<file path="config.mk">
export PLATFORM = sky130hd
export DESIGN_NAME = fetch_unit
export DESIGN_NICKNAME = d
export VERILOG_FILES = /design/src/rtl/fetch_unit.sv
export SDC_FILE = /design/constraint.sdc
export NUM_CORES = 1
export LEC_CHECK = 0
export BUFFER_PORTS_ARGS = -buffer_cell sky130_fd_sc_hd__buf_2
export CORE_MARGIN = 4
export CORE_UTILIZATION = 30
export CTS_CLUSTER_DIAMETER = 30
export DETAILED_ROUTE_END_ITERATION = 10
export HOLD_SLACK_MARGIN = 0.06
export SYNTH_ARGS = -nofsm -noshare
export SYNTH_HDL_FRONTEND = slang
export SYNTH_SLANG_ARGS = --single-unit
</file>
<file path="constraint.sdc">
create_clock -name CLK -period 4.4 [get_ports CLK]
set_clock_uncertainty 0.1 [all_clocks]
set_input_delay 1.32 -clock CLK [delete_from_list [all_inputs] [get_ports CLK]]
set_output_delay 1.32 -clock CLK [all_outputs]
set_load 0.02 [all_outputs]
</file>
<file path="src/rtl/fetch_unit.sv">
// fetch_unit: FETCH/EXEC/HALT instruction fetch sequencer with next-PC selection.
// Define FETCH_COUNT_EN to build the saturating retirement counter; otherwise fetch_count is 0.
module fetch_unit #(
    parameter logic [31:0] PC_INIT = 32'h00000000
) (
    input  logic        CLK,
    input  logic        RST,
    input  logic        i_hit,
    input  logic [31:0] iload,
    input  logic        d_hit,
    input  logic        dmem_busy,
    input  logic [1:0]  PCSrc,
    input  logic [15:0] imm16,
    input  logic [25:0] j_addr26,
    input  logic [31:0] jr_addr,
    input  logic        halt,
    output logic        i_ren,
    output logic [31:0] iaddr,
    output logic [31:0] instr,
    output logic        instr_valid,
    output logic [31:0] pc,
    output logic [31:0] pc4,
    output logic        halted,
    output logic [31:0] fetch_count
);
    localparam logic [1:0] FETCH = 2'd0, EXEC = 2'd1, HALT = 2'd2;
    logic [1:0]  state;
    logic [31:0] next_pc, br_off;
    logic        retire;

    assign pc4         = pc + 32'd4;
    assign iaddr       = pc;
    assign i_ren       = (state == FETCH) && !RST;
    assign instr_valid = (state == EXEC) && !RST;
    assign halted      = (state == HALT);
    assign retire      = (state == EXEC) && !halt && (!dmem_busy || d_hit);
    assign br_off      = {{14{imm16[15]}}, imm16, 2'b00};

    always_comb begin
        next_pc = (PCSrc == 2'd0) ? pc4 :
                  (PCSrc == 2'd1) ? pc4 + br_off :
                  (PCSrc == 2'd2) ? {pc4[31:28], j_addr26, 2'b00} :
                                    {jr_addr[31:2], 2'b00};
    end

    always_ff @(posedge CLK) begin
        if (RST) begin
            state <= FETCH;
            pc    <= PC_INIT;
            instr <= '0;
        end else if (state == FETCH) begin
            if (i_hit) begin
                instr <= iload;
                state <= EXEC;
            end
        end else if (state == EXEC) begin
            if (halt) state <= HALT;
            else if (retire) begin
                pc    <= next_pc;
                state <= FETCH;
            end
        end
    end

`ifdef FETCH_COUNT_EN
    logic [31:0] count;
    assign fetch_count = count;
    always_ff @(posedge CLK) begin
        if (RST) count <= '0;
        else if (retire && count != 32'hFFFFFFFF) count <= count + 32'd1;
    end
`else
    assign fetch_count = 32'd0;
`endif
endmodule

</file>
* Word-level counts from Yosys, hierarchy flattened *
Cells that the tools add are included.
W data, S select, Z words.

cells by class
  $add $sub $neg = 2
  equal/unequal tests = 5
  mux-type cells = 8
  bitwise logic cells = 2
  reductions and logical operators = 15

operators by type and width
  kind                     number
  $mux W32                 3
  $add A32 B3 Y32 const B  1
  $add A32 B32 Y32         1
  $mux W2                  5
  $eq A2 B1 Y1 const B     2
  $eq A2 B2 Y1 const B     2
  $logic_and A1 B1 Y1      4
  $logic_not A2 Y1         2
  $reduce_and A4 Y1        1
  $logic_not A1 Y1         3
  $reduce_and A3 Y1        1
  $reduce_bool A3 Y1       1
  $ne A2 B2 Y1 const B     1
  $not A1 Y1               2
  $reduce_and A2 Y1        1
  $reduce_bool A2 Y1       1
  $logic_or A1 B1 Y1       1

storage, ports and cells
  bits in registers = 66
  output and inout bits = 163
  word-level logic and storage cells = 35

* Logic depth before layout (Yosys ltp) *
  word-level depth = 7
  mapped depth = 18
  mapped depth without buffers = 17

* Least setup slack after synthesis *
No wires, ideal clock.

  path type = reg2reg
  from = register pc[5], in the netlist iaddr[5]
  to = register pc[21], in the netlist iaddr[21]
  arrival = 4200 ps
  required time = 4183 ps
  path slack = -17 ps
  stages on the path, launching flop included = 17
  path buffers = 0
  clock period less this slack = 4417 ps
  path through = dfxtp_1 > and4_1 > and3_1 > nand4_1 > nor2_1 > nand4_1 > xnor2_1 > ha_1 > a21oi_1 > o211ai_1 > a21oi_1 > o211ai_2 > o31ai_2 > o21ai_1 > xnor2_1 > mux4_2 > a22o_1

on the way
  longest elaborated chain between the ends = 4

RTL lines
  what                    RTL line  text
  from (decl)             21        output logic [31:0] pc,
  from (signal assigned)  59        pc <= next_pc;
  $add A32 B3 Y32         31        assign pc4 = pc + 32'd4;
  via pc4[15]             22        output logic [31:0] pc4,
  $add A32 B32 Y32        41        (PCSrc == 2'd1) ? pc4 + br_off :
  $mux W32                41
  $mux W32                40        next_pc = (PCSrc == 2'd0) ? pc4 :

The timed path passes the listed nets, and every way through them passes these cells.
A chain may end at the register's enable or synchronous reset.

* Final worst setup path *
  from = register pc[8], in the netlist iaddr[8]
  to = register pc[21], in the netlist iaddr[21]

on the way
  longest elaborated chain between the ends = 4

RTL lines
  what               RTL line
  $add A32 B3 Y32 *  31
  $add A32 B32 Y32   41
  $mux W32           41
  $mux W32 *         40

Every way passes the cells marked *; elsewhere a longest branch is shown, timed or not.

==> out/metrics.yaml <==
critical_path:
  critPathTopFamily: "compound AO/OA/AOI/OAI gates"
  worstSetupPathType: "reg2reg"
  cp.buffers_inverters: 0
  arrival_ns: 4.30
  end_kind: "flip-flop"
  crit_chain: "and4_1 > and3_1 > nand4_1 > nor2_2 > nand4_1 > xnor2_2 > ha_1 > a21oi_1 > o211ai_1 > a21oi_1 > o211ai_2 > o31ai_4 > o21ai_1 > xnor2_1 > mux4_2 > a22o_1"
  crit_path_start_kind: "flip-flop"
  slowest_stage: "mux4_2"
  cp_max_fo: 6
  worst_path_largest_cell_delay_ns: 0.44
  cp.required_ns: 4.53
yosys:
  syn_inst: 723
  async_flop_share: 0
  ys.warnings.count: 0
  ys_seq_elements: 64
  synth_cell_types: 68
  yosysSeqAreaShare: 0.2265
  syn-cell-area_um2: 5657
  synth_edf_count: 0
  synth_ff_type: "dfxtp_1"
  syn_avg_cell_area_um2: 7.824
cells_and_area:
  final_common_cell: "buf_2"
  postLayoutCellArea_um2: 7199
  fin_util: 0.3941
  area_growth_pct: 27.27
  drive_gt1_frac: 0.3369
  diodes: 0
  seqCellArea_um2: 1282
  layout_common_cells: "buf_2, nand2_1, a21oi_1, dfxtp_1, conb_1"
  multiInputGateArea_um2: 3846
  nets: 1087
  n_fill_cell: 1933
detailed_routing:
  drt-initial-drc-count: 321
  num_vias: 5884
  wire_per_inst_um: 17.19
  routed_via_density: 5.029
  routed_wl_um: 20110
  drtAntennaViolNets: 0
  drc_errors: 0
  drt_first_pass_iters: 5
sta:
  worstMarginPinSlew_ns: 1.131
  period_share: 0.9460
  setup_ws_ns: 0.2375
  rsz0062_at_grt: "false"
  hold_viol: 0
  relSlewSlack: 0.2463
  fmax_mhz: 240.2
  final-setup-viol-count: 0
  maxSlewViolCount: 0
  tns_ns: 0
  layout_min_cycle_time_ns: 4.162
  fin_hold_ws_ns: 0.3480
place:
  placed_area_um2: 6843
  io_buffers: 236
  dp_slack_ns: 0.1976
  place_congestion: 0.9548
  dpl.hpwl_um: 15710
floorplanning:
  core_um2: 18270
  initial_core_util: 0.3096
  io_pins: 277
  dieArea_um2: 21120
  die_w_um: 145.3
  fp.dieH_um: 145.3
  fp-row-count: 49
grt:
  antenna_found_initial: 0
  grt.total_usage: 0.1810
  gr-total-overflow: 0
  grt_pass1_wl_um: 30770
  grt_pass1_vias: 5503
  grt_max_degree: 41
clock_tree:
  clock_sinks: 64
  numCtsBuffers: 9
  cts_tree: "built"
  htree_num_levels: 3
  clockBufferDepth: 2
  clockRootBuffer: "clkbuf_16"
  ctsHoldBuffers: 0
  cts.reportedPaths.clkPinSlew_ns: 0.06
  clkLatencyLatePin_ns: 0.34
power:
  p_comb_frac: 0.264
  p_clk_frac: 0.411
  ir_worst_vdd_mv: 0.1948
  pwr_density_cell_nw_per_um2: 270.5
  p_int_mw: 1.308
  power.leakage_nw: 3.579
  p_seq_frac: 0.325
  p_switching_uw: 640.0
  sw_frac_of_total: 0.3286
min_path:
  min_path_type: "reg2reg"
run_status:
  status: "finished, final reports clean"
job:
  cap_violations: 0
-- metal layers --
metal / vias up / routed length, um / track usage
li1: 2901 / - / -
met1: 2721 / 8830 / 0.2365
met2: 243 / 9513 / 0.3080
met3: 19 / 1494 / 0.03742
met4: 0 / 268 / 0.04226
met5: - / 0 / 0
-- metrics by stage --
| stage | cells | power [mW] |
|---|---|---|
| 6_report | 1170 | 1.948 |
| 5_1_grt | 1170 | 2.044 |
| 4_1_cts | 1169 | 1.967 |
| 3_5_place_dp | 1153 | 1.156 |
| 3_3_place_gp | 1153 | 1.155 |
| 2_1_floorplan | 760 | 1.011 |
-- worst register-to-register path, delay by kind of cell (launching register included) --
family          cells  cell delay (ns)
fa+ha+maj           1             0.37
xor+xnor            2             0.35
flops               1             0.37
compound gates      7             1.41
mux                 1             0.44
simple gates        5             1.02
-- cells in the mapped netlist (3+ instances only) --
library cell | instances | share of area
a211oi_1 | 5 | 0.0066
a21o_1 | 15 | 0.020
a21oi_1 | 84 | 0.074
a22o_1 | 6 | 0.0093
a32o_1 | 3 | 0.0053
a32oi_1 | 3 | 0.0046
and2_1 | 5 | 0.0055
and3_1 | 4 | 0.0044
and4_1 | 3 | 0.0046
buf_1 | 8 | 0.0053
buf_4 | 70 | 0.093
clkbuf_1 | 22 | 0.015
dfxtp_1 | 64 | 0.23
ha_1 | 36 | 0.080
inv_1 | 15 | 0.010
mux2i_1 | 11 | 0.019
mux4_2 | 14 | 0.056
nand2_1 | 125 | 0.083
nand2b_1 | 7 | 0.0077
nand3_1 | 24 | 0.021
nand4_1 | 13 | 0.014
nor2_1 | 37 | 0.025
nor2b_1 | 5 | 0.0055
nor3_1 | 8 | 0.0071
o21ai_0 | 20 | 0.018
o21ai_1 | 5 | 0.0044
o21bai_1 | 3 | 0.0040
o221ai_1 | 3 | 0.0046
o22ai_1 | 4 | 0.0044
o31a_1 | 3 | 0.0046
or3_1 | 6 | 0.0066
xnor2_1 | 37 | 0.057
xor2_1 | 12 | 0.019
-- worst paths after layout --
path / from / end / slack [ns] / depth (start not counted)
hold / removal: instr[16] / instr[16] / 0.35 / 2
setup / recovery: iaddr[8] / iaddr[21] / 0.24 / 16
setup reg to reg: iaddr[8] / iaddr[21] / 0.24 / 16
hold reg to reg: instr[16] / instr[16] / 0.35 / 2
-- layout make-up --
| type | instances | area share |
|---|---|---|
| multi-input cells | 581 | 0.5342 |
| repair buffers | 265 | 0.1943 |
| flip-flops and latches | 64 | 0.1781 |
| well taps | 229 | 0.03980 |
| clock buffers | 9 | 0.03128 |
| clock inverters | 7 | 0.01442 |
| inverters | 15 | 0.007821 |
-- flip-flops by register name, summed over array words and instances, names as in the netlist --
name,flops
state,2
iaddr,30
instr,32
-- repair_timing --
action                     4_1_cts  5_1_grt
setup buffers                    0        1
setup endpoints to repair        0        2
resized for setup                0        4
-- power groups by stage --
| stage | sequential, mW | clock, mW | combinational (mW) |
|---|---|---|---|
| 5_1_grt | 0.636 | 0.848 | 0.560 |
| 6_report | 0.632 | 0.801 | 0.514 |
| 2_1_floorplan | 0.679 | 0 | 0.332 |
| 4_1_cts | 0.632 | 0.821 | 0.514 |
| 3_5_place_dp | 0.645 | 0 | 0.511 |
| 3_3_place_gp | 0.644 | 0 | 0.511 |
-- logic make-up after synthesis --
group | Yosys count | synth area share
AOI/OAI and AO/OA | 179 | 0.2035
xor gates and xnor gates | 50 | 0.07874
adders and majority gates | 37 | 0.08317
buffers and inverters | 115 | 0.1228
DFF | 64 | 0.2265
muxes | 28 | 0.08184
other | 1 | 0.0006629
and+or+nand+nor | 249 | 0.2028
Power figures use the tool's default switching activity.
